[src/rtl/proc_io_port_pkg.sv]
// Shared definitions for proc_io_port: the I/O address map, the status/control
// bit layout and the sticky-flag record.
package proc_io_port_pkg;

    localparam int IO_DATA = 0;
    localparam int IO_STAT = 1;

    localparam int STAT_IN_CNT_LSB = 0;

    // Status and control bit positions are anchored to the word MSB so they
    // follow NUBITS.
    function automatic int stat_unf_bit(input int nubits);
        return nubits - 1;
    endfunction

    function automatic int stat_ovf_bit(input int nubits);
        return nubits - 2;
    endfunction

    function automatic int stat_out_cnt_lsb(input int cw);
        return cw;
    endfunction

    function automatic int ctrl_clr_bit(input int nubits);
        return nubits - 1;
    endfunction

    typedef struct packed {
        logic unf;
        logic ovf;
    } sticky_t;

endpackage

[src/rtl/io_fifo.sv]
// Synchronous FIFO. It reports its head word, its fill count, and full/empty flags.
// A pop is ignored when the FIFO is empty. A push into a full FIFO is accepted
// only when a pop happens in the same cycle.
module io_fifo #(
    parameter int NBDATA = 16,
    parameter int DEPTH  = 8,
    localparam int CW    = $clog2(DEPTH) + 1
) (
    input  logic              clk,
    input  logic              rst_n,
    input  logic              push,
    input  logic [NBDATA-1:0] wdata,
    input  logic              pop,
    output logic [NBDATA-1:0] head,
    output logic [CW-1:0]     count,
    output logic              full,
    output logic              empty
);

    localparam int PW = $clog2(DEPTH);

    logic [NBDATA-1:0] mem [DEPTH];
    logic [PW-1:0]     rd_ptr;
    logic [PW-1:0]     wr_ptr;
    logic [CW-1:0]     count_q;
    logic              do_push;
    logic              do_pop;

    assign empty   = (count_q == '0);
    assign full    = (count_q == CW'(DEPTH));
    assign do_pop  = pop & ~empty;
    assign do_push = push & (~full | do_pop);
    assign count   = count_q;
    assign head    = empty ? '0 : mem[rd_ptr];

    always_ff @(posedge clk or negedge rst_n) begin
        if (!rst_n) begin
            rd_ptr  <= '0;
            wr_ptr  <= '0;
            count_q <= '0;
        end else begin
            if (do_pop)
                rd_ptr <= rd_ptr + PW'(1);
            if (do_push)
                wr_ptr <= wr_ptr + PW'(1);
            case ({do_push, do_pop})
                2'b10:   count_q <= count_q + CW'(1);
                2'b01:   count_q <= count_q - CW'(1);
                default: count_q <= count_q;
            endcase
        end
    end

    // NOTE: storage is deliberately left out of reset; head is forced to zero
    // while empty, so stale contents are never observable.
    always_ff @(posedge clk) begin
        if (do_push)
            mem[wr_ptr] <= wdata;
    end

endmodule

[src/rtl/proc_io_port.sv]
// Processor I/O port responder. It buffers an input stream and an output stream,
// exposes them and a status word to the processor, and raises an interrupt when
// the input buffer reaches its fill threshold.
module proc_io_port
    import proc_io_port_pkg::*;
#(
    parameter int NUBITS = 16,
    parameter int FDEPTH = 8,
    parameter int NUIOIN = 2,
    parameter int NUIOOU = 2
) (
    input  logic                      clk,
    input  logic                      rst,
    output logic [NUBITS-1:0]         io_in,
    input  logic [$clog2(NUIOIN)-1:0] addr_in,
    input  logic                      req_in,
    input  logic [NUBITS-1:0]         io_out,
    input  logic [$clog2(NUIOOU)-1:0] addr_out,
    input  logic                      out_en,
    output logic                      itr,
    input  logic [NUBITS-1:0]         s_data,
    input  logic                      s_valid,
    output logic                      s_ready,
    output logic [NUBITS-1:0]         m_data,
    output logic                      m_valid,
    input  logic                      m_ready
);

    localparam int CW          = $clog2(FDEPTH) + 1;
    localparam int AIW         = $clog2(NUIOIN);
    localparam int AOW         = $clog2(NUIOOU);
    localparam int UNF_BIT     = stat_unf_bit(NUBITS);
    localparam int OVF_BIT     = stat_ovf_bit(NUBITS);
    localparam int OUT_CNT_LSB = stat_out_cnt_lsb(CW);
    localparam int CLR_BIT     = ctrl_clr_bit(NUBITS);

    if (NUBITS < 2 * CW + 2) begin : g_bad_nubits
        $error("proc_io_port: NUBITS too narrow for the status word");
    end
    if (FDEPTH < 2 || (FDEPTH & (FDEPTH - 1)) != 0) begin : g_bad_fdepth
        $error("proc_io_port: FDEPTH must be a power of two >= 2");
    end
    if (NUIOIN < 2 || NUIOOU < 2) begin : g_bad_naddr
        $error("proc_io_port: NUIOIN and NUIOOU must be >= 2");
    end

    logic [NUBITS-1:0] in_head;
    logic [NUBITS-1:0] out_head;
    logic [NUBITS-1:0] status;
    logic [CW-1:0]     in_count;
    logic [CW-1:0]     in_count_next;
    logic [CW-1:0]     out_count;
    logic [CW-1:0]     threshold;
    logic              in_full;
    logic              in_empty;
    logic              out_full;
    logic              out_empty;
    logic              in_push;
    logic              rd_data;
    logic              in_pop;
    logic              out_wr;
    logic              out_pop;
    logic              ctrl_wr;
    logic              ctrl_clr;
    sticky_t           sticky;
    sticky_t           sticky_set;

    assign s_ready  = ~in_full;
    assign in_push  = s_valid & s_ready;
    assign rd_data  = req_in & (addr_in == AIW'(IO_DATA));
    assign in_pop   = rd_data & ~in_empty;
    assign out_wr   = out_en & (addr_out == AOW'(IO_DATA));
    assign ctrl_wr  = out_en & (addr_out == AOW'(IO_STAT));
    assign ctrl_clr = ctrl_wr & io_out[CLR_BIT];
    assign m_valid  = ~out_empty;
    assign m_data   = out_head;
    assign out_pop  = m_valid & m_ready;

    assign sticky_set.unf = rd_data & in_empty;
    assign sticky_set.ovf = out_wr & out_full & ~out_pop;

    // The interrupt detector needs the count this edge will produce, so it can
    // compare the old and the new fill level against the threshold.
    assign in_count_next = in_count + CW'(in_push) - CW'(in_pop);

    io_fifo #(.NBDATA(NUBITS), .DEPTH(FDEPTH)) u_in_fifo (
        .clk   (clk),
        .rst_n (rst),
        .push  (in_push),
        .wdata (s_data),
        .pop   (rd_data),
        .head  (in_head),
        .count (in_count),
        .full  (in_full),
        .empty (in_empty)
    );

    io_fifo #(.NBDATA(NUBITS), .DEPTH(FDEPTH)) u_out_fifo (
        .clk   (clk),
        .rst_n (rst),
        .push  (out_wr),
        .wdata (io_out),
        .pop   (m_ready),
        .head  (out_head),
        .count (out_count),
        .full  (out_full),
        .empty (out_empty)
    );

    // NOTE: every combinational output gets a default first, so no path can
    // leave it unassigned and infer a latch.
    always_comb begin
        status                          = '0;
        status[UNF_BIT]                 = sticky.unf;
        status[OVF_BIT]                 = sticky.ovf;
        status[OUT_CNT_LSB +: CW]       = out_count;
        status[STAT_IN_CNT_LSB +: CW]   = in_count;
    end

    always_comb begin
        io_in = '0;
        if (addr_in == AIW'(IO_DATA))
            io_in = in_head;
        else if (addr_in == AIW'(IO_STAT))
            io_in = status;
    end

    always_ff @(posedge clk or negedge rst) begin
        if (!rst) begin
            threshold <= '0;
            sticky    <= '0;
            itr       <= 1'b0;
        end else begin
            if (ctrl_wr)
                threshold <= io_out[CW-1:0];
            if (ctrl_clr) begin
                sticky <= '0;
            end else begin
                sticky.unf <= sticky.unf | sticky_set.unf;
                sticky.ovf <= sticky.ovf | sticky_set.ovf;
            end
            // Fire only on an upward crossing; a threshold write alone never fires.
            itr <= (threshold != '0) && (in_count < threshold)
                   && (in_count_next >= threshold);
        end
    end

endmodule

[config.mk]
export PLATFORM = sky130hd
export DESIGN_NAME = proc_io_port
export DESIGN_NICKNAME = d
export VERILOG_FILES = /design/src/rtl/proc_io_port_pkg.sv /design/src/rtl/io_fifo.sv /design/src/rtl/proc_io_port.sv
export SDC_FILE = /design/constraint.sdc
export NUM_CORES = 1
export LEC_CHECK = 0
export BUFFER_PORTS_ARGS = -buffer_cell sky130_fd_sc_hd__buf_4
export CORE_MARGIN = 2
export CORE_UTILIZATION = 50
export DETAILED_ROUTE_END_ITERATION = 10
export PLACE_DENSITY = 0.78
export SLEW_MARGIN = 20
export SYNTH_ARGS = -nofsm -noshare
export SYNTH_HDL_FRONTEND = slang
export SYNTH_SLANG_ARGS = --single-unit
[constraint.sdc]
create_clock -name clk -period 3.22 [get_ports clk]
set_input_delay 0.322 -clock clk [delete_from_list [all_inputs] [get_ports clk]]
set_output_delay 0.322 -clock clk [all_outputs]
set_load 0.02 [all_outputs]
Yosys cells after proc, flatten, opt, wreduce, memory -nomap -nowiden
Memories as Yosys holds them, arrays and structs flattened.
Cells that the tools add are included.
{"block": "op_classes", "bitwise": 23, "n_lt_le_gt_ge": 2, "addsub": 10, "reduce_logical": 7, "muxes": 10, "n_eq_ne": 6}
{"operator": "$mux W16", "n": 3}
{"operator": "$pmux W4 S2", "n": 2}
{"operator": "$add A3 B1 Y3 const B", "n": 4}
{"operator": "$and A1 B1 Y1", "n": 12}
{"operator": "$add A4 B1 Y4 const B", "n": 2}
{"operator": "$eq A4 B4 Y1 const B", "n": 2}
{"operator": "$logic_not A4 Y1", "n": 2}
{"operator": "$sub A4 B1 Y4 const B", "n": 2}
{"operator": "$not A1 Y1", "n": 7}
{"operator": "$add A4 B1 Y4", "n": 1}
{"operator": "$eq A2 B1 Y1 const B", "n": 2}
{"operator": "$eq A2 B2 Y1 const B", "n": 2}
{"operator": "$ge A4 B4 Y1", "n": 1}
{"operator": "$lt A4 B4 Y1", "n": 1}
{"operator": "$mux W1", "n": 4}
{"operator": "$or A1 B1 Y1", "n": 4}
{"operator": "$reduce_bool A2 Y1", "n": 2}
{"operator": "$reduce_bool A4 Y1", "n": 1}
{"operator": "$sub A4 B1 Y4", "n": 1}
{"operator": "$logic_and A1 B1 Y1", "n": 2}
{"operator": "$mux W2", "n": 1}
{"block": "word_totals", "input_bits": 40, "mem_bits_rw": 256, "regBits": 27, "n_memories": 2}
{"name": "u_in_fifo.mem", "words": 8, "width": 16, "read_ports": 1, "rd_ports_with_merged_regs": 0, "write_ports": 1, "line_no": "io_fifo.sv:22", "rtl": "logic [NBDATA-1:0] mem [DEPTH];"}
{"name": "u_out_fifo.mem", "words": 8, "width": 16, "read_ports": 1, "rd_ports_with_merged_regs": 0, "write_ports": 1, "line_no": "io_fifo.sv:22"}

Logic depth before layout (Yosys ltp)
Gate-level depths: netlist of the first run.
{"block": "depth", "word_depth": 7, "depth_mapped": 15, "depth_no_buf": 15}

Hierarchy
Synthesis of the first run repeated with hierarchy kept, for this count alone.
{"block": "hier_totals", "hier_cells": 644, "hier_area_um2": 11873.9}
{"mod": "io_fifo (u_in_fifo)", "area_each_um2": 5567.8, "cells_each": 284, "n_inst": 1, "seq_area_each_um2": 4093.9}
{"mod": "io_fifo (u_out_fifo)", "area_each_um2": 5564.1, "cells_each": 284, "n_inst": 1, "seq_area_each_um2": 4093.9}
{"mod": "proc_io_port", "area_each_um2": 742.0, "cells_each": 76, "n_inst": 1, "seq_area_each_um2": 175.2}

Worst setup path after synthesis of the first run
Ideal clock, no wire load.
{"block": "synth_path", "path_kind": "register -> register", "from": "register u_in_fifo.count_q[2], in the netlist u_in_fifo.count[2]", "to": "memory u_in_fifo.mem[0][0] (enable)", "setup_ns": 0.430, "arrival_ns": 2.578, "slack_ns": 0.212, "period_less_slack_ns": 3.008, "stages_incl_launch_ff": 6, "path_cell_list": "dfrtp_1 -> inv_1 -> ha_1 -> nand2_1 -> nand2_1 -> nor4_1"}
{"block": "synth_between", "elab_cells_between_ends": 10, "cone_classes": "1 x eq/ne; 2 x mux; 6 x bitwise; 1 x reduce/logical"}
{"item": "from (decl)", "line_no": "io_fifo.sv:25", "rtl": "logic [CW-1:0] count_q;"}
{"item": "from (signal assigned)", "line_no": "io_fifo.sv:47", "rtl": "2'b10: count_q <= count_q + CW'(1);"}
{"item": "from (signal assigned)", "line_no": "io_fifo.sv:48", "rtl": "2'b01: count_q <= count_q - CW'(1);"}
{"item": "from (signal assigned)", "line_no": "io_fifo.sv:49", "rtl": "default: count_q <= count_q;"}
{"item": "$eq A4 B4 Y1 *", "line_no": "io_fifo.sv:30", "rtl": "assign full = (count_q == CW'(DEPTH));"}
{"item": "$not A1 Y1 *", "line_no": "proc_io_port.sv:68", "rtl": "assign s_ready = ~in_full;"}
{"item": "named net s_ready", "line_no": "proc_io_port.sv:23", "rtl": "output logic s_ready,"}
{"item": "$and A1 B1 Y1 or $or A1 B1 Y1 (tied branches)", "line_no": "proc_io_port.sv:69, io_fifo.sv:32"}
{"item": "$and A1 B1 Y1 *", "line_no": "io_fifo.sv:32", "rtl": "assign do_push = push & (~full | do_pop);"}
{"item": "$mux W1 *", "line_no": "io_fifo.sv:57", "rtl": "if (do_push)"}
{"item": "$mux W1 (not written as such) *", "line_no": "io_fifo.sv:58", "rtl": "mem[wr_ptr] <= wdata;"}
{"item": "to (decl)", "line_no": "io_fifo.sv:22"}
Mark *: on every way through the listed nets, which the timed path passes. The rest lies on a longest branch.

Worst setup path in the final report of the first run
{"block": "layout_path", "from": "register u_in_fifo.count_q[2], in the netlist u_in_fifo.count[2]", "to": "register itr"}
{"block": "layout_between", "elab_cells_between_ends": 12, "cone_classes": "2 x add/sub; 2 x order compare; 1 x eq/ne; 4 x bitwise; 3 x reduce/logical"}
{"item": "$logic_not A4 Y1", "line_no": "io_fifo.sv:29", "rtl": "assign empty = (count_q == '0);"}
{"item": "$not A1 Y1", "line_no": "proc_io_port.sv:71", "rtl": "assign in_pop = rd_data & ~in_empty;"}
{"item": "$and A1 B1 Y1", "line_no": "proc_io_port.sv:71"}
{"item": "named net in_pop", "line_no": "proc_io_port.sv:60", "rtl": "logic in_pop;"}
{"item": "$sub A4 B1 Y4", "line_no": "proc_io_port.sv:84", "rtl": "assign in_count_next = in_count + CW'(in_push) - CW'(in_pop);"}
{"item": "$ge A4 B4 Y1", "line_no": "proc_io_port.sv:144", "rtl": "&& (in_count_next >= threshold);"}
{"item": "$logic_and A1 B1 Y1", "line_no": "proc_io_port.sv:144"}
{"item": "to (signal assigned)", "line_no": "proc_io_port.sv:143", "rtl": "itr <= (threshold != '0) && (in_count < threshold)"}
{"item": "to (decl)", "line_no": "proc_io_port.sv:20", "rtl": "output logic itr,"}
The timed path passes the listed nets, and every way through them passes these cells.
A chain may end at the register's enable or synchronous reset.

==> metrics.md, run 1 <==
| Metric | Value |
|---|---|
| Crit path max-delay family | `adder cells` |
| Clock skew | `about 9.9 ps` |
| Warnings from Yosys | `0` |
| Largest net degree at the start of global routing | `28` |
| Hold Path Class | `in2reg` |
| P&R area growth vs syn | `18.3%` |
| Total Routing Usage GR | `0.194` |
| Count of cell types in the netlist | `53` |
| Total grt overflow | `0` |
| Sw power | `just over 4 mW` |
| Final TNS setup | `0 ps` |
| Crit-path max cell delay | `440 ps` |
| Syn Inst Count | `637` |
| Setup violators final | `0` |
| Core Rows | `55` |
| Post-DP HPWL | `14400 microns` |
| Worst EP arrival | `approximately 3500 ps` |
| Cts bufs inserted | `29` |
| RePlAce Congestion | `0.823` |
| Setup crit end kind | `flop` |
| Comb power frac | `0.328` |
| Clk network pwr share | `0.280` |
| Post-synthesis sequential area ratio | `0.715` |
| Register share of total power | `0.392` |
| Die outline height | `157 microns` |
| Initial antenna violation count | `0` |
| Root buf cell | `clkbuf_16` |
| Routed len/inst | `21.8 microns` |
| Most frequent CP cell | `ha_1` |
| Crit path kind | `reg2reg` |
| Status | `finished clean` |
| CTS H-Tree Depth | `1` |
| Final hold vios | `0` |
| Die area | `24600 sq um` |
| First-pass GRT wire length | `between 30000 and 40000 microns` |
| Drt via density | `5.68` |
| Tmin final | `3040 ps` |
| Slew HR | `0.515` |
| Starting Density | `0.513` |
| Fraction of registers with async set/reset | `0.0954` |
| CP max stage cell | `dfrtp_1` |
| Worst-path clk slew | `60 ps` |
| Worst setup SP type | `flop` |
| Max-Cap Viols | `0` |
| Max Slew Vio Count | `0` |
| Antenna Nets Post-Route | `0` |
| Clock buffer depth | `3` |
| Final wirelength | `23500 microns` |
| DR iter-0 viols | `a little over 500` |
| Leak | `4.87 nW` |
| Fmax | `328 MHz` |
| EDFF count, synth | `256` |
| # DRC | `0` |
| Share of post-route cells with drive strength above 1 | `0.316` |
| Power density cells | `922 nW/um^2` |
| Setup repair bufs after CTS | `0` |
| Peak VDD IR | `0.661 mV` |
| Worst-Margin Slew | `a little over 700 ps` |
| Die Wd | `157 microns` |
| RSZ-0062 raised after global routing | `false` |
| Worst endpoint required time | `roughly 3600 ps` |
| # fillers | `1591` |
| Clock latency at the later pin of the worst-skew pair | `530 ps` |
| Post-synth net total | `703` |
| CP Cell Sequence | `inv_1 > ha_1 > a21oi_1 > nand2_1 > inv_1 > ha_1 > inv_1 > ha_1 > fa_1 > xor2_1 > ha_1 > o21ai_0 > a21oi_1 > o221a_2` |
| TritonCTS clock tree | `built` |
| I/O pin count | `75` |
| CP bufs+invs | `3` |
| Core Area | `22800 sq um` |
| #FFs+latches synth | `approximately 280` |
| Synthesized area per cell | `18.4 sq um` |
| Inserted Diodes | `0` |
| Vias in the first global route | `about 6.3k` |
| Count of input and output buffers | `74` |
| Pint | `~8.7 mW` |
| Switch share | `0.315` |
| Crit Path Max Fanout | `5` |
| DR vias | `approximately 6k` |
| Final period utilization | `0.945` |
| Synth Flop Type | `edfxtp_1` |
| Drt first pass iters | `5` |
| Post-Synthesis Cell Area | `11700 sq um` |
| Layout net count | `between 800 and 900` |
| Final Power | `12.8 mW` |
| Clk sinks | `283` |
layer usage:
layer / global-route usage / up-vias / routed length (microns)
li1: - / 2735 / -
met1: 0.265 / 3130 / 9840
met2: 0.331 / 212 / 11700
met3: 0.0295 / 40 / 1330
met4: 0.0516 / 0 / 575
met5: 0 / - / 0
area by class of cell:
cell class / count / area, sq um / share of cell area
Sequential cell: 283 / 8370 / 0.604
Multi-Input combinational cell: 301 / 3110 / 0.225
Timing Repair Buffer: 102 / 831 / 0.0600
Clock buffer: 35 / 798 / 0.0577
Tap cell: 313 / 392 / 0.0283
Clock inverter: 18 / 250 / 0.0181
Inverter: 24 / 90.1 / 0.00651
state kept, by name, indices dropped and copies added (netlist names):
name               count
status                 2
itr                    1
u_out_fifo.wr_ptr      3
u_in_fifo.rd_ptr       3
threshold              4
u_in_fifo.count        4
u_out_fifo.count       4
u_in_fifo.wr_ptr       3
u_out_fifo.mem       128
u_out_fifo.rd_ptr      3
u_in_fifo.mem        128
per-stage QoR:
| step | std cells | utilization | area [sq um] | setup slack (ps) | hold slack [ps] |
|---|---|---|---|---|---|
| final | 1076 | 0.608 | 13800 | 176 | 18.5 |
| after global placement | 1022 | 0.561 | 12800 | 310 | 259 |
| after floorplan | 637 | - | 11700 | 212 | 26.4 |
| after CTS | 1076 | 0.608 | 13800 | 190 | 3.63 |
| after global routing | 1076 | 0.608 | 13800 | 25.8 | 9.31 |
| after detailed placement | 1022 | 0.561 | 12800 | 202 | 270 |
power groups by stage:
| stage | logic [mW] | clock network (mW) | registers (mW) |
|---|---|---|---|
| floorplan | 3.06 | 0 | 4.78 |
| global placement | 4.08 | 0 | 5.03 |
| detailed placement | 4.20 | 0 | 5.08 |
| CTS | 4.23 | 3.62 | 5.01 |
| global route | 4.55 | 3.76 | 5.07 |
| finish | 4.18 | 3.58 | 5.01 |
Yosys cell counts, drive strengths merged, types with 2 or more instances:
cell | n | area, sq um
o21ai | 10 | 50.1
a211oi | 5 | 37.5
edfxtp | 256 | 7690
mux4 | 54 | 1220
fa | 3 | 60.1
clkbuf | 6 | 23.8
nand2 | 36 | 138
o22ai | 5 | 31.3
nand2b | 5 | 33.8
o31ai | 2 | 15.0
buf | 23 | 146
a2111oi | 6 | 58.8
xnor2 | 7 | 61.3
o32ai | 3 | 26.3
mux2i | 22 | 220
o41ai | 5 | 43.8
nor2b | 15 | 93.8
nor3 | 11 | 65.1
ha | 23 | 288
a21o | 2 | 15.0
mux2 | 17 | 191
nor3b | 3 | 32.5
nor4 | 5 | 46.3
dfrtp | 27 | 676
inv | 24 | 90.1
nor2 | 37 | 141
a31oi | 2 | 12.5
a21oi | 5 | 25.0
xor2 | 6 | 52.6
a41oi | 2 | 17.5
cell usage in the layout, fill, tap and decap left out, types with 3 or more instances in the layout:
cell | netlist | final
buf_4 | 7 | 96
xnor2_1 | 7 | 7
nor2_1 | 36 | 36
a21oi_1 | 5 | 5
o32ai_1 | 3 | 3
edfxtp_1 | 256 | 256
dfrtp_1 | 27 | 25
mux2i_1 | 22 | 22
clkbuf_16 | 0 | 29
bufinv_16 | 0 | 6
buf_12 | 0 | 5
nand2b_1 | 4 | 4
a211oi_1 | 5 | 5
nor2b_1 | 15 | 15
nor3_2 | 2 | 9
nand2_1 | 35 | 35
fa_1 | 3 | 3
clkbuf_8 | 0 | 5
mux4_2 | 54 | 54
clkinv_2 | 0 | 4
mux2_2 | 16 | 16
xor2_1 | 6 | 6
nor4_1 | 4 | 3
o22ai_1 | 5 | 5
inv_1 | 23 | 23
o21ai_0 | 10 | 10
a2111oi_0 | 5 | 5
ha_1 | 23 | 23
o41ai_1 | 5 | 5
clkinv_1 | 0 | 4
kinds of logic (layout without fill, tap and decap cells):
group,count (synthesis),count (layout),share of synthesized area
compound gates,52,52,0.0339
xor+xnor,13,13,0.00973
fa+ha+maj,26,26,0.0297
buf+inv,53,179,0.0222
flops,283,283,0.715
mux,93,93,0.139
simple gates,117,117,0.0502
worst paths after layout:
path,startpoint,to,slack [ps],cells after the start
max,u_in_fifo.count[2],itr,180,14
min,s_data[9],u_in_fifo.mem[4][9],20,1
max reg2reg,u_in_fifo.count[2],itr,180,14
min reg2reg,u_in_fifo.count[0],u_in_fifo.count[0],530,1
max in group asynchronous,rst,u_out_fifo.rd_ptr[0],2670,2
min in group asynchronous,rst,u_in_fifo.count[2],240,2
timing repair:
| item | 4_1_cts | 5_1_grt |
|---|---|---|
| hold buffers | 1 | 0 |
| gates resized for setup | 0 | 0 |
| endpoints found under the hold margin | 27 | 0 |
Power figures use the tool's default switching activity.
==> run 2, diff against run 1 <==
--- a/config.mk
+++ b/config.mk
@@ -8,8 +8,9 @@
 export BUFFER_PORTS_ARGS = -buffer_cell sky130_fd_sc_hd__buf_4
 export CORE_MARGIN = 2
 export CORE_UTILIZATION = 50
+export CTS_BUF_LIST = sky130_fd_sc_hd__clkbuf_8
 export DETAILED_ROUTE_END_ITERATION = 10
-export PLACE_DENSITY = 0.78
+export PLACE_DENSITY = 0.66
 export SLEW_MARGIN = 20
 export SYNTH_ARGS = -nofsm -noshare
 export SYNTH_HDL_FRONTEND = slang
==> constraint.sdc (replaced) <==
create_clock -name clk -period 3.22 [get_ports clk]
set_input_delay 0.161 -clock clk [delete_from_list [all_inputs] [get_ports clk]]
set_output_delay 0.161 -clock clk [all_outputs]
set_load 0.02 [all_outputs]
==> run 2 against run 1 <==
  * Clock skew up 15 ps
  * Global-route usage up 0.52 points
  * Utilization up 0.58 points
  * Non-clock buffer count up 41
  * Via count up 2.3%
  * Die area unchanged
  * Cell count up 6.0%
  * Count of clock-buffer cells in the layout up 10
  * Critical path type unchanged
  * Largest power group unchanged
==> metrics.md, run 2 (same netlist as run 1, synthesis figures left out) <==
| Metric | Value |
|---|---|
| Clk sinks | `283 (unchanged)` |
| Final Power | `11.9 mW (-6.4%)` |
| Pre-CTS setup slack | `165 ps (-37.0 ps)` |
| Commonest non-fill, non-tap cell in the layout | `edfxtp_1` |
| Vias in the first global route | `6629 (+6.1%)` |
| # DRC | `0 (unchanged)` |
| RePlAce Congestion | `0.782 (-5.0%)` |
| Worst-path clk slew | `60 ps (about the same)` |
| Clk network pwr share | `0.232 (-0.048)` |
| Max-Cap Viols | `0 (unchanged)` |
| Final wirelength | `23700 microns (+0.87%)` |
| RR Startpoint | `u_in_fifo.count[2]` |
| Worst-Margin Slew | `897 ps (+170 ps)` |
| Post-Layout Cell Count | `1141 (+6.0%)` |
| WHS | `68.8 ps (+50.3 ps)` |
| Die outline height | `157 microns (unchanged)` |
| Drt via density | `5.48 (-3.6%)` |
| Total grt overflow | `0 (unchanged)` |
| P&R area growth vs syn | `19.5%` |
| Leak | `5.00 nW (+2.8%)` |
| Most frequent cells in the layout | `edfxtp_1, buf_4, mux4_2, clkbuf_8, inv_1` |
| Slew HR | `0.402 (-0.114)` |
| Routed len/inst | `20.8 microns (-4.9%)` |
| Worst EP arrival | `3460 ps (about the same)` |
| Post-cts resize count | `0 (unchanged)` |
| Fmax | `328 MHz (about the same)` |
| Final hold vios | `0 (unchanged)` |
| Reg2Reg Capture Point | `itr` |
| Post-placement cell count | `1027 (+0.49%)` |
| Comb power frac | `0.345 (+0.017)` |
| Worst setup SP type | `flop` |
| Fin util | `0.613 (+0.00577)` |
| Peak VDD IR | `0.369 mV (-44%)` |
| Tmin final | `3050 ps (+1.09 ps)` |
| Critical path destination | `itr` |
| I/O pin count | `75 (unchanged)` |
| Antenna Nets Post-Route | `0 (unchanged)` |
| Layout net count | `862 (+6.8%)` |
| Cts hold-fix bufs | `37 (+36)` |
| Flop2flop setup slack | `170 ps (about the same)` |
| CTS H-Tree Depth | `2 (+1)` |
| Clock latency at the later pin of the worst-skew pair | `550 ps (+20 ps)` |
| Setup repair bufs after CTS | `0 (unchanged)` |
| Status | `finished clean` |
| Pint | `7.96 mW (-8.9%)` |
| Starting Density | `0.513 (unchanged)` |
| Core Rows | `55 (unchanged)` |
| Max Slew Vio Count | `0 (unchanged)` |
| # fillers | `1651 (+3.8%)` |
| Switch share | `0.334 (+0.0181)` |
| DR vias | `6255 (+2.3%)` |
| Register share of total power | `0.423 (+0.031)` |
| Final TNS setup | `0 ps (unchanged)` |
| Crit. Startpoint | `u_in_fifo.count[2]` |
| Clock skew | `25.2 ps (+15.4 ps)` |
| DP Area | `12800 sq um (about the same)` |
| Final Cell Area | `14000 sq um (+0.95%)` |
| Largest net degree at the start of global routing | `32 (+14%)` |
| Die Wd | `157 microns (unchanged)` |
| Cells on worst reg2reg path | `14 (unchanged)` |
| Power density cells | `855 nW/um^2 (-7.3%)` |
| First-pass GRT wire length | `36500 microns (+1.0%)` |
| Total Routing Usage GR | `0.199 (+0.00515)` |
| Worst endpoint required time | `3630 ps (about the same)` |
| Setup violators final | `0 (unchanged)` |
| Cts bufs inserted | `43 (+48%)` |
| Inserted Diodes | `0 (unchanged)` |
| Final period utilization | `0.946 (about the same)` |
| Sw power | `3.98 mW (-1.1%)` |
| Root buf cell | `clkbuf_8` |
| DR iter-0 viols | `422 (-17%)` |
| Count of input and output buffers | `74 (unchanged)` |
| Top Registers | `u_in_fifo.mem: 128 flops, u_out_fifo.mem: 128 flops` |
| RSZ-0062 raised after global routing | `false` |
| Post-route setup slack | `175 ps (-1.09 ps)` |
| Hold Path Class | `in2reg` |
| Clock buffer depth | `3 (unchanged)` |
| Die area | `24600 sq um (unchanged)` |
| Setup crit end kind | `flop` |
| Initial antenna violation count | `0 (unchanged)` |
| Share of post-route cells with drive strength above 1 | `0.304 (-0.0115)` |
| TritonCTS clock tree | `built` |
| Post-DP HPWL | `14800 microns (+2.4%)` |
| Crit path kind | `reg2reg` |
| Crit Path Max Fanout | `5 (unchanged)` |
| Drt first pass iters | `4 (-1)` |
| Core Area | `22800 sq um (unchanged)` |
==> run 2: changes by cell type in the layout (fill, tap and decap cells not counted), moves of 4 or more <==
| cell | change |
|---|---|
| clkbuf_16 | -29 |
| clkinv_1 | +4 |
| inv_1 | +15 |
| clkbuf_8 | +40 |
| dlygate4sd3_1 | +36 |
| bufinv_16 | -4 |
| buf_4 | +7 |
==> run 2: critical path: stages (launching register included) <==
cell and delay [ps]:
dfrtp_1 430, inv_1 130, ha_1 210, a21oi_1 100
nand2_1 140, inv_1 80, ha_1 270, inv_1 40
ha_1 210, fa_1 390, xor2_1 180, ha_1 270
o21ai_0 180, a21oi_1 60, o221a_2 250
==> run 2: worst min path at each step <==
stage	start	to	cells after the start
after detailed placement	rst	u_in_fifo.count[2]	1
after CTS	addr_in	u_in_fifo.rd_ptr[2]	4
final	addr_in	u_in_fifo.rd_ptr[2]	4
after global routing	addr_in	u_in_fifo.rd_ptr[2]	4
after floorplan	rst	itr	0
after global placement	rst	u_in_fifo.count[2]	1
==> run 2: final cells by class <==
type	count	area (sq um)	area share
flip-flops and latches	283	8370	0.599
multi-input cells	301	3110	0.223
repair buffers	143	1200	0.0861
clock buffers	45	619	0.0443
well taps	313	392	0.0280
clock inverters	32	188	0.0134
inverters	24	90.1	0.00645
==> run 2: per-layer routing <==
metal  global-route usage  part of all wire  up-vias
met4               0.0721             0.028        0
met2                0.352              0.52      191
met1                0.245              0.40     3159
met5                    0                 0        -
li1                     -                 -     2852
met3               0.0413             0.055       53
==> run 2: power by group through the flow <==
stage	registers, mW	logic (mW)	clock network [mW]
2_1_floorplan	4.78	3.06	0
3_3_place_gp	5.09	4.05	0
3_5_place_dp	5.13	4.13	0
4_1_cts	5.06	4.18	2.85
5_1_grt	5.12	4.49	3.01
6_report	5.06	4.12	2.77
==> run 3, diff against run 2 <==
--- a/config.mk
+++ b/config.mk
@@ -10,7 +10,7 @@
 export CORE_UTILIZATION = 50
 export CTS_BUF_LIST = sky130_fd_sc_hd__clkbuf_8
 export DETAILED_ROUTE_END_ITERATION = 10
-export PLACE_DENSITY = 0.66
+export PLACE_DENSITY = 0.68
 export SLEW_MARGIN = 20
 export SYNTH_ARGS = -nofsm -noshare
 export SYNTH_HDL_FRONTEND = slang
==> constraint.sdc (replaced) <==
create_clock -name clk -period 2.65 [get_ports clk]
set_input_delay 0.1325 -clock clk [delete_from_list [all_inputs] [get_ports clk]]
set_output_delay 0.1325 -clock clk [all_outputs]
set_load 0.02 [all_outputs]
==> run 3 against run 2 <==
  * Sequential power grew 20%
  * Fmax increased by 16%
  * Clock skew fell by 1.6 ps
  * Cell area grew 3.0%
  * Utilization up 1.9 points
  * Hold slack lost 50 ps
==> metrics.md, run 3 (same netlist as run 1, synthesis figures left out) <==
| Metric | Value |
|---|---|
| Status | `finished clean` |
| Crit path kind | `reg2reg` |
| Worst endpoint required time | `3090 ps (-540 ps)` |
| Cts bufs inserted | `46 (+7.0%)` |
| RePlAce Congestion | `0.801 (+2.4%)` |
| Layout net count | `885 (+2.7%)` |
| Post-placement cell count | `1040 (+1.3%)` |
| RSZ-0062 raised after global routing | `true` |
| # DRC | `0 (unchanged)` |
| Worst-Margin Slew | `672 ps (-226 ps)` |
| Post-DP HPWL | `15300 microns (+3.5%)` |
| Total Routing Usage GR | `0.206 (+0.00663)` |
| Most frequent cells in the layout | `edfxtp_1, buf_4, mux4_2, clkbuf_8, dlygate4sd3_1` |
| Comb power frac | `0.368 (+0.023)` |
| Vias in the first global route | `6789 (+2.4%)` |
| Initial antenna violation count | `0 (unchanged)` |
| Starting Density | `0.513 (unchanged)` |
| Tmin final | `2630 ps (-420 ps)` |
| Inserted Diodes | `0 (unchanged)` |
| Share of post-route cells with drive strength above 1 | `0.359 (+0.0544)` |
| Die Wd | `157 microns (unchanged)` |
| Pint | `10.2 mW (+28%)` |
| Die outline height | `157 microns (unchanged)` |
| Setup violators final | `0 (unchanged)` |
| Worst setup SP type | `flop` |
| Worst EP arrival | `3070 ps (-390 ps)` |
| I/O pin count | `75 (unchanged)` |
| Setup crit end kind | `flop` |
| Max-Cap Viols | `0 (unchanged)` |
| Clk sinks | `283 (unchanged)` |
| Final wirelength | `24800 microns (+4.8%)` |
| Commonest non-fill, non-tap cell in the layout | `edfxtp_1` |
| Final TNS setup | `0 ps (unchanged)` |
| Core Area | `22800 sq um (unchanged)` |
| DP Area | `12900 sq um (+1.1%)` |
| Clock skew | `23.7 ps (-1.55 ps)` |
| Switch share | `0.338 (+0.00395)` |
| Routed len/inst | `21.3 microns (+2.5%)` |
| Crit Path Max Fanout | `2 (-3)` |
| Final hold vios | `0 (unchanged)` |
| Sw power | `5.18 mW (+30%)` |
| # fillers | `1652 (+0.061%)` |
| Clock buffer depth | `3 (unchanged)` |
| Die area | `24600 sq um (unchanged)` |
| Fmax | `381 MHz (+16%)` |
| Power density cells | `1070 nW/um^2 (+25%)` |
| DR vias | `6399 (+2.3%)` |
| TritonCTS clock tree | `built` |
| Final period utilization | `0.991 (+0.0449)` |
| Peak VDD IR | `0.714 mV (+93%)` |
| First-pass GRT wire length | `37800 microns (+3.5%)` |
| Drt via density | `5.49 (+0.11%)` |
| Antenna Nets Post-Route | `0 (unchanged)` |
| Total grt overflow | `0 (unchanged)` |
| Clk network pwr share | `0.236 (+0.004)` |
| Max Slew Vio Count | `0 (unchanged)` |
| Clock latency at the later pin of the worst-skew pair | `560 ps (about the same)` |
| Largest net degree at the start of global routing | `29 (-9.4%)` |
| Top Registers | `u_in_fifo.mem: 128 flops, u_out_fifo.mem: 128 flops` |
| Root buf cell | `clkbuf_8` |
| DR iter-0 viols | `318 (-25%)` |
| Final Cell Area | `14400 sq um (+3.0%)` |
| Count of input and output buffers | `74 (unchanged)` |
| Drt first pass iters | `5 (+1)` |
| Leak | `5.15 nW (+3.0%)` |
| Slew HR | `0.552 (+0.150)` |
| Hold Path Class | `in2async` |
| CTS H-Tree Depth | `2 (unchanged)` |
| P&R area growth vs syn | `23.1%` |
| Post-Layout Cell Count | `1166 (+2.2%)` |
| Register share of total power | `0.396 (-0.027)` |
| Core Rows | `55 (unchanged)` |
| Worst-path clk slew | `60 ps (about the same)` |
==> run 3: changes by cell type in the layout (fill, tap and decap cells not counted), moves of 3 or more <==
cell,before,now
clkbuf_8,45,53
a21oi_2,0,3
a21oi_1,5,1
dfrtp_1,25,22
ha_1,23,18
ha_4,0,3
inv_2,1,5
buf_4,103,119
inv_1,38,31
==> run 3: path summary, 6_finish.rpt <==
path	startpoint	endpoint	slack [ps]	cells after the start
min in group clk	addr_in	u_in_fifo.rd_ptr[0]	50	5
worst min register to register	threshold[1]	threshold[1]	550	1
worst min-delay path	rst	u_in_fifo.count[2]	20	2
worst max register to register	u_in_fifo.count[3]	itr	20	14
worst max-delay path	u_in_fifo.count[3]	itr	20	14
max in group asynchronous	rst	u_out_fifo.rd_ptr[0]	2310	2
==> run 3: layer usage <==
| layer | global-route usage | share of wire | vias to the layer above | routed length [microns] |
|---|---|---|---|---|
| li1 | - | - | 2892 | - |
| met1 | 0.257 | 0.40 | 3282 | 9890 |
| met2 | 0.361 | 0.52 | 184 | 13000 |
| met3 | 0.0463 | 0.057 | 41 | 1420 |
| met4 | 0.0642 | 0.021 | 0 | 520 |
| met5 | 0 | 0 | - | 0 |
==> run 3: worst max-delay path, stage by stage, from the launching register on <==
cell     delay (ps)
dfrtp_1         380
inv_2            80
ha_4            150
a21oi_4          60
nand2_2          70
inv_2            50
ha_4            250
inv_1            40
ha_2            190
fa_2            370
xor2_2          150
ha_1            300
o21ai_2         140
a21oi_2          40
o221a_2         220
==> run 3: area by class of cell <==
class	count	area, sq um	area share
Tap cell	313	392	0.0272
Timing Repair Buffer	163	1380	0.0961
Clock buffer	53	729	0.0507
Sequential cell	283	8370	0.582
Inverter	24	90.1	0.00626
Multi-Input combinational cell	301	3260	0.226
Clock inverter	29	168	0.0116
==> run 3: repair_timing <==
| item | CTS | global route |
|---|---|---|
| endpoints found under the setup margin | 6 | 16 |
| hold buffers | 39 | 0 |
| resized for setup | 11 | 18 |
| gates cloned | 0 | 0 |
| pin swaps | 4 | 11 |
| hold endpoints to repair | 294 | 0 |
| setup buffers | 2 | 3 |
==> run 3: power groups by stage <==
stage	Sequential (mW)	Clock, mW	Combinational (mW)
2_1_floorplan	5.81	0	3.74
3_3_place_gp	6.11	0	5.17
3_5_place_dp	6.17	0	5.32
4_1_cts	6.10	3.70	5.48
5_1_grt	6.15	3.89	6.11
6_report	6.08	3.61	5.65
==> run 3: stage by stage <==
step                 util  setup WS (ps)  hold slack, ps  power (mW)
floorplan               -           8.14            -163        9.56
global placement    0.568           53.5            72.9        11.3
detailed placement  0.568           -102            79.1        11.5
CTS                 0.627           1.12            32.8        15.3
global route        0.632          -56.3            48.1        16.1
finish              0.632           24.8            19.2        15.3
